$ cat src/rtl/divider_pkg.sv
// -----------------------------------------------------------------------------
// divider_pkg
// Shared constants, FSM state type and a counter-width helper for the
// restoring 64-by-32 divider.
// No ports (package).
// -----------------------------------------------------------------------------
package divider_pkg;

    localparam int WIDTH  = 32;          // divisor / quotient / remainder width
    localparam int DWIDTH = 2 * WIDTH;   // dividend width

    // Step counter must hold WIDTH-1 plus one spare bit so it never wraps.
    function automatic int cnt_width(input int w);
        return $clog2(w) + 1;
    endfunction

    localparam int CNT_W = cnt_width(WIDTH);

    typedef enum logic [1:0] {
        IDLE = 2'd0,
        RUN  = 2'd1,
        DONE = 2'd2
    } div_state_t;

endpackage : divider_pkg

$ cat src/rtl/divider_step.sv
// -----------------------------------------------------------------------------
// divider_step
// One combinational restoring-division step: shift the next dividend bit into
// the partial remainder and subtract the divisor when it fits.
// Ports:
//   r_i       partial remainder before the step (always < divisor in range)
//   bit_i     next dividend bit shifted in at the LSB
//   divisor_i divisor
//   r_o       partial remainder after the step
//   q_bit_o   resolved quotient bit
// -----------------------------------------------------------------------------
module divider_step #(
    parameter int WIDTH = 32
) (
    input  logic [WIDTH-1:0] r_i,
    input  logic             bit_i,
    input  logic [WIDTH-1:0] divisor_i,
    output logic [WIDTH-1:0] r_o,
    output logic             q_bit_o
);

    logic fits;

    // The trial value is WIDTH+1 bits wide; the comparison needs the full
    // width, but the difference only ever needs its low WIDTH bits because a
    // successful subtraction always leaves a value below the divisor.
    assign fits    = ({r_i, bit_i} >= {1'b0, divisor_i});
    assign r_o     = {r_i[WIDTH-2:0], bit_i} - (fits ? divisor_i : '0);
    assign q_bit_o = fits;

endmodule : divider_step

$ cat src/rtl/restoring_divider64.sv
// -----------------------------------------------------------------------------
// restoring_divider64
// Iterative unsigned 2*WIDTH-by-WIDTH restoring divider, one quotient bit per
// cycle, WIDTH cycles per operation, valid/ready on both sides.
// Optional build macro: DIVIDER_FAST_EXCEPTION_EN -- divide-by-zero and
// quotient overflow finish immediately with err=1, quotient all ones,
// remainder 0. Without it, err is tied low and every operation runs all steps.
// Ports:
//   clk, rst_n            clock, synchronous active-low reset
//   in_valid / in_ready   operand handshake (ready only in IDLE)
//   dividend, divisor     unsigned operands
//   out_valid / out_ready result handshake (valid held until accepted)
//   quotient, remainder   unsigned result
//   err                   divide-by-zero / overflow flag
// -----------------------------------------------------------------------------
module restoring_divider64 #(
    parameter int WIDTH = divider_pkg::WIDTH
) (
    input  logic               clk,
    input  logic               rst_n,
    input  logic               in_valid,
    output logic               in_ready,
    input  logic [2*WIDTH-1:0] dividend,
    input  logic [WIDTH-1:0]   divisor,
    output logic               out_valid,
    input  logic               out_ready,
    output logic [WIDTH-1:0]   quotient,
    output logic [WIDTH-1:0]   remainder,
    output logic               err
);

    import divider_pkg::*;

    localparam int CW = cnt_width(WIDTH);

    div_state_t       state_q, state_d;
    logic [WIDTH-1:0] r_q, r_d;
    logic [WIDTH-1:0] q_q, q_d;
    logic [WIDTH-1:0] div_q, div_d;
    logic [CW-1:0]    cnt_q, cnt_d;

    logic [WIDTH-1:0] step_r;
    logic             step_bit;

    // The dividend's next bit always sits at the MSB of the quotient register,
    // which doubles as the shift register for the not-yet-consumed low half.
    divider_step #(.WIDTH(WIDTH)) u_step (
        .r_i       (r_q),
        .bit_i     (q_q[WIDTH-1]),
        .divisor_i (div_q),
        .r_o       (step_r),
        .q_bit_o   (step_bit)
    );

`ifdef DIVIDER_FAST_EXCEPTION_EN
    logic err_q, err_d;
    logic exception;

    // Zero divisor is also caught by the compare; spelled out for clarity.
    assign exception = (divisor == '0) || (dividend[2*WIDTH-1:WIDTH] >= divisor);
`endif

    always_comb begin
        // NOTE: every signal gets a default before the case so no path leaves
        // it unassigned, which would otherwise infer a latch.
        state_d = state_q;
        r_d     = r_q;
        q_d     = q_q;
        div_d   = div_q;
        cnt_d   = cnt_q;
`ifdef DIVIDER_FAST_EXCEPTION_EN
        err_d   = err_q;
`endif
        unique case (state_q)
            IDLE: begin
                if (in_valid) begin
                    div_d   = divisor;
                    r_d     = dividend[2*WIDTH-1:WIDTH];
                    q_d     = dividend[WIDTH-1:0];
                    cnt_d   = '0;
                    state_d = RUN;
`ifdef DIVIDER_FAST_EXCEPTION_EN
                    err_d   = 1'b0;
                    if (exception) begin
                        err_d   = 1'b1;
                        q_d     = '1;
                        r_d     = '0;
                        state_d = DONE;
                    end
`endif
                end
            end
            RUN: begin
                r_d   = step_r;
                q_d   = {q_q[WIDTH-2:0], step_bit};
                cnt_d = cnt_q + 1'b1;
                if (cnt_q == CW'(WIDTH - 1)) begin
                    state_d = DONE;
                end
            end
            DONE: begin
                // A simultaneous in_valid is not looked at here; it will be
                // taken in IDLE on the following cycle if still asserted.
                if (out_ready) begin
                    state_d = IDLE;
                end
            end
            default: state_d = IDLE;
        endcase
    end

    // NOTE: state uses non-blocking assignments so every register samples the
    // pre-edge values, independent of statement order.
    always_ff @(posedge clk) begin
        if (!rst_n) begin
            // NOTE: the data registers are reset too because quotient and
            // remainder are driven straight from them and must read 0.
            state_q <= IDLE;
            r_q     <= '0;
            q_q     <= '0;
            div_q   <= '0;
            cnt_q   <= '0;
`ifdef DIVIDER_FAST_EXCEPTION_EN
            err_q   <= 1'b0;
`endif
        end else begin
            state_q <= state_d;
            r_q     <= r_d;
            q_q     <= q_d;
            div_q   <= div_d;
            cnt_q   <= cnt_d;
`ifdef DIVIDER_FAST_EXCEPTION_EN
            err_q   <= err_d;
`endif
        end
    end

    assign in_ready  = (state_q == IDLE);
    assign out_valid = (state_q == DONE);
    assign quotient  = q_q;
    assign remainder = r_q;
`ifdef DIVIDER_FAST_EXCEPTION_EN
    assign err       = err_q;
`else
    assign err       = 1'b0;
`endif

endmodule : restoring_divider64
$ cat config.mk
export PLATFORM = sky130hd
export DESIGN_NAME = restoring_divider64
export DESIGN_NICKNAME = d
export VERILOG_FILES = /design/src/rtl/divider_pkg.sv /design/src/rtl/divider_step.sv /design/src/rtl/restoring_divider64.sv
export SDC_FILE = /design/constraint.sdc
export NUM_CORES = 1
export LEC_CHECK = 0
export BUFFER_PORTS_ARGS = -buffer_cell sky130_fd_sc_hd__buf_2
export CAP_MARGIN = 0
export CORE_MARGIN = 3
export CORE_UTILIZATION = 40
export DETAILED_ROUTE_END_ITERATION = 10
export PLACE_DENSITY_LB_ADDON = 0.25
export SLEW_MARGIN = 20
export SYNTH_ARGS = -nofsm -noshare
export SYNTH_HDL_FRONTEND = slang
export SYNTH_SLANG_ARGS = --single-unit
$ cat constraint.sdc
create_clock -name clk -period 11.1 [get_ports clk]
set_input_delay 0.555 -clock clk [delete_from_list [all_inputs] [get_ports clk]]
set_output_delay 0.555 -clock clk [all_outputs]
set_load 0.01 [all_outputs]
-- Word-level counts from Yosys, hierarchy flattened
Index checks and enable logic that the tools add are counted.
- add/subtract/negate cells: 2
- $lt $le $gt $ge: 1
- equal/unequal tests: 6
- muxes and demuxes: 11
- reduce and logical (&&, ||, !) cells: 5
- operators by type and width (operator ; count):
    $pmux 32 s2 ; 2
    $mux 32 ; 3
    $ge 33x32->1 ; 1
    $sub 32x32->32 ; 1
    $pmux 6 s2 ; 1
    $add 6x1->6 const B ; 1
    $eq 6x5->1 const B ; 1
    $mux 2 ; 3
    $mux 6 ; 1
    $pmux 2 s3 ; 1
    $ne 2x2->1 const B ; 2
    $reduce_and 2->1 ; 2
    $reduce_and 3->1 ; 1
    $eq 2x1->1 const B ; 1
    $eq 2x2->1 const B ; 1
    $logic_not 2->1 ; 1
    $ne 2x1->1 const B ; 1
    $reduce_bool 2->1 ; 1
- register bits after elaboration: 104
- input bits: 100
- output and inout bits: 67
- logic and storage cells: 30

-- Logic depth before layout (Yosys ltp)
- depth in word-level cells: 4
- gate-level depth with buffers: 22
- mapped depth without buffers: 22

-- By module
Synthesis repeated with hierarchy kept, for this count alone.
- cells, all modules: 880
- area, all modules: 6890.4 um^2
- modules (own cells, without submodules) (module ; instances ; cells an instance ; area each (um^2) ; sequential area each (um^2)):
    restoring_divider64 ; 1 ; 512 ; 4307.9 ; 2082.0
    divider_step ; 1 ; 368 ; 2582.5 ; 0.0

-- Least setup slack after synthesis
No wires, ideal clock.
- path type: register to register
- start: reg r_q[14] (netlist: remainder[14])
- end: reg r_q[18] (netlist: remainder[18])
- library setup time: 0.133 ns
- arrival: 4.261 ns
- data required time: 10.967 ns
- slack: 6.707 ns
- cell stages (with the launch flop): 19
- path buffers: 1
- path through: dfxtp_1 ha_1 nand4_1 a2111oi_0 a211oi_1 o31a_1 o41ai_4 clkbuf_1 nand2_1 fa_1 a211oi_1 nor2_1 o31ai_2 a21boi_1 o21ai_0 a21oi_1 o41ai_2 xor2_1 a21oi_1
- longest elaborated chain between the ends: 4
- ends and longest elaborated chain (item ; line ; text):
    start, declared ; restoring_divider64.sv:37 ; logic [WIDTH-1:0] r_q, r_d;
    start signal, assigned ; restoring_divider64.sv:128 ; r_q <= r_d;
    $ge 33x32->1 ; divider_step.sv:27 ; assign fits = ({r_i, bit_i} >= {1'b0, divisor_i});
    $mux 32 ; divider_step.sv:28 ; assign r_o = {r_i[WIDTH-2:0], bit_i} - (fits ? divisor_i : '0);
    $sub 32x32->32 (*) ; divider_step.sv:28 ;
    $pmux 32 s2 (*) ; restoring_divider64.sv:74 ; unique case (state_q)
Mark *: on every way between the ends. The rest lies on a longest branch, timed or not.
A chain may end at the register's enable or synchronous reset.

-- Worst setup path after layout
- start: reg div_q[15]
- end: reg r_q[18] (netlist: remainder[18])
- longest elaborated chain between the ends: 4
- ends and longest elaborated chain (item ; line ; text):
    start, declared ; restoring_divider64.sv:39 ; logic [WIDTH-1:0] div_q, div_d;
    start signal, assigned ; restoring_divider64.sv:130 ; div_q <= div_d;
    $ge 33x32->1 ; divider_step.sv:27 ;
    $mux 32 (*) ; divider_step.sv:28 ;
    $sub 32x32->32 (*) ; divider_step.sv:28 ;
    $pmux 32 s2 (*) ; restoring_divider64.sv:74 ;
Marked as above.

==> metrics <==
clock transition time at the flip-flop clock pins of the worst setup and hold paths 0.07 ns; # nets final 1172; first-pass GRT wire length 31000 um; average cell area after synthesis 7.68 um2; class of the tightest hold or removal check input port to flop; detailed-route wire length 18900 um; measured slew at the worst slew-check pin 1.04 ns; Arr. time, crit path 5.58 ns; core region area 0.0162 mm2; layout-stage area growth over the synthesis result 18.5%; share of synthesized flip-flops with an asynchronous set or reset 0%; post-cts repair resize count 0; post-detailed-route count of antenna-violating nets 0; initial core utilization 41.5%; worst setup skew after layout 0.00532 ns; number of register bits inferred by synthesis 104; initial antenna violation count 0; setup violators final 0; worst rel slew slack 30.8%; maximum vdd ir drop 102 uV; Post-CTS Setup Inserts 0; combined area of all synthesized cells 0.00672 mm2; type of the worst setup path flop to flop; max cap viols 0; # DRC 0; pin count of the biggest net entering global routing 83; post-detailed-placement half-perimeter wirelength 13400 um; Critical Path End Type flop; global routing usage summed across all routing layers 20.8%; Total Negative Setup Slacks 0 ns; overflow left after global routing 0; most frequent cells in the layout sky130_fd_sc_hd__nand2_1, sky130_fd_sc_hd__buf_2, sky130_fd_sc_hd__dfxtp_1; CTS tree built; number of enable flip-flop cells after synthesis 0; highest-delay cell along the critical path sky130_fd_sc_hd__o41ai_4; total number of clock tree sinks 104; RePlAce Congestion 0.843; vias per std cell 5.35; layout filler cell count 1628; starting DRC count in detailed routing 403; number of iterations in the first detailed-routing pass 4; areal power density over the cells 207 mW/mm2; maximum clock insertion buffer count 2; number of global-route vias before repair 6224; total number of vias 6568; Lkg Pwr 3.61 nW; die span in x 136 um; maximum single-stage delay on the critical path 0.43 ns; final number of max-transition violations 0; die boundary height 136 um; worst path required time 11.32 ns; Final Cycle Share 48.3%; ANT cells 0; number of hold violations in the final report 0; buffer cell driving the clock tree root sky130_fd_sc_hd__clkbuf_16; FMAX 187 MHz; number of warnings reported in the yosys synthesis log 0; row count 46; share of cells above drive strength 1 20.1%; Synth Instances 875; Worst Hold Margin 0.441 ns; cell-by-cell trace of the critical path inv_1 > ha_1 > nand4_1 > a2111oi_0 > a211oi_1 > o31a_1 > o41ai_4 > buf_4 > and2_1 > ha_1 > inv_1 > fa_1 > a211oi_1 > nor2_1 > o31ai_2 > a21boi_1 > o21ai_0 > a21oi_1 > o41ai_2 > xor2_1 > a21oi_1; CP Launch Type flop; Die Area 0.0184 mm2; maximum level of the CTS H-tree 3; PortBufs 165; count of hold buffers inserted by post-cts repair 0; run status complete, no violations; final critical-path required period 5.36 ns; average wire per standard cell 15.4 um; number of nets in the synthesized netlist 1040; post-synthesis sequential area ratio 31.0%; clock buffer count from CTS 9; clock latency on the worst-skew pair 0.36 ns; count of different cell masters after synthesis 62; leading cell type in the layout, fill and taps excluded sky130_fd_sc_hd__nand2_1; critical path peak fanout 26; ports placed on the boundary 167; most used flip-flop cell after synthesis sky130_fd_sc_hd__dfxtp_1; unrepaired setup endpoints after global routing false
==> area by class of cell <==
class	count	area, um2	area share [%]
clock buffer	11	243	3.05
clock inverter	5	41.3	0.518
inverter	41	154	1.93
multi-input combinational	680	4300	54.0
sequential	104	2080	26.1
tap	216	270	3.39
timing repair buffer	171	871	10.9
==> per-layer routing <==
layer	track usage [%]	part of all wire, %	up-vias
met3	5.24	6.4	12
met5	0	0	-
met4	4.03	0.85	0
met2	34.5	47	180
li1	-	-	3330
met1	27.5	46	3046
==> sequential cells by signal, indices dropped and copies added (netlist names) <==
name,flops
div_q,32
quotient,32
remainder,32
cnt_q,6
state_q,2
==> where the power goes <==
| group | internal (mW) | switching, mW |
|---|---|---|
| clock | 0.161 | 0.152 |
| sequential | 0.425 | 0.0551 |
| combinational | 0.358 | 0.497 |
==> cell usage after synthesis, types with 2 or more instances <==
cell type                     n  area (um2)
sky130_fd_sc_hd__ha_1        64         801
sky130_fd_sc_hd__o221ai_1    23         201
sky130_fd_sc_hd__buf_4        2        15.0
sky130_fd_sc_hd__xor2_1      11        96.3
sky130_fd_sc_hd__nand4_1      9        56.3
sky130_fd_sc_hd__o211a_1      7        70.1
sky130_fd_sc_hd__a221oi_1     3        26.3
sky130_fd_sc_hd__a2111oi_0    2        17.5
sky130_fd_sc_hd__o21bai_1     4        30.0
sky130_fd_sc_hd__a21oi_1     61         305
sky130_fd_sc_hd__o21ai_0     28         140
sky130_fd_sc_hd__nand3b_1     2        15.0
sky130_fd_sc_hd__dfxtp_1    104        2080
sky130_fd_sc_hd__nand3_1     30         150
sky130_fd_sc_hd__a22oi_1     15         113
sky130_fd_sc_hd__buf_1        9        33.8
sky130_fd_sc_hd__a21boi_0    45         338
sky130_fd_sc_hd__nand2b_1     5        31.3
sky130_fd_sc_hd__xnor2_1     13         114
sky130_fd_sc_hd__and4_1       2        17.5
sky130_fd_sc_hd__nor2b_1     14        87.6
sky130_fd_sc_hd__mux2i_1      2        20.0
sky130_fd_sc_hd__a41oi_1      2        17.5
sky130_fd_sc_hd__a211oi_1     8        60.1
sky130_fd_sc_hd__a31oi_1      3        18.8
sky130_fd_sc_hd__a21o_1      16         120
sky130_fd_sc_hd__nor3_1       7        35.0
sky130_fd_sc_hd__o21ai_1      3        15.0
sky130_fd_sc_hd__clkbuf_1    38         143
sky130_fd_sc_hd__and3_1       4        25.0
sky130_fd_sc_hd__nand2_1    189         709
sky130_fd_sc_hd__and2_1       9        56.3
sky130_fd_sc_hd__o21a_1       3        22.5
sky130_fd_sc_hd__o211ai_1     5        37.5
sky130_fd_sc_hd__nor2_1      64         240
sky130_fd_sc_hd__or2_2        2        12.5
sky130_fd_sc_hd__inv_1       41         154
sky130_fd_sc_hd__nor3b_1      2        15.0
==> final timing paths <==
path          startpoint       endpoint  slack, ns  depth (start not counted)
max reg2reg    div_q[15]  remainder[18]       5.74                         21
min reg2reg  quotient[6]    quotient[6]       0.48                          2
max            div_q[15]  remainder[18]       5.74                         21
min          divisor[25]      div_q[25]       0.44                          3
==> critical path: cells and delay by family (launching register included) <==
family | cells | cell delay, ns
XOR/XNOR | 1 | 0.19
buffers and inverters | 3 | 0.50
adder cells (fa/ha/maj) | 3 | 0.89
AND/OR/NAND/NOR | 3 | 0.45
AO/OA/AOI/OAI | 11 | 2.83
flip-flops | 1 | 0.36
==> metrics by stage <==
step	setup slack (ns)	total power, mW	util [%]	cell area [um2]	cells
global route	5.13	1.79	49.2	7960	1228
CTS	5.69	1.66	49.2	7960	1228
floorplan	6.71	1.11	-	6720	875
finish	5.74	1.65	49.2	7960	1228
global placement	5.88	1.33	47.5	7680	1212
detailed placement	5.72	1.34	47.5	7680	1212
==> logic make-up (layout without fill, tap and decap cells) <==
logic type / Yosys count / in the layout / synth area share (%)
buffers and inverters: 91 / 228 / 5.21
adder cells (fa/ha/maj): 65 / 65 / 12.2
flip-flops: 104 / 104 / 31.0
multiplexers: 2 / 2 / 0.298
other: 1 / 1 / 0.0558
AND/OR/NAND/NOR: 344 / 344 / 22.3
AO/OA/AOI/OAI: 244 / 244 / 25.8
XOR/XNOR: 24 / 24 / 3.13
Note: power is estimated with default switching activity, not from simulation.
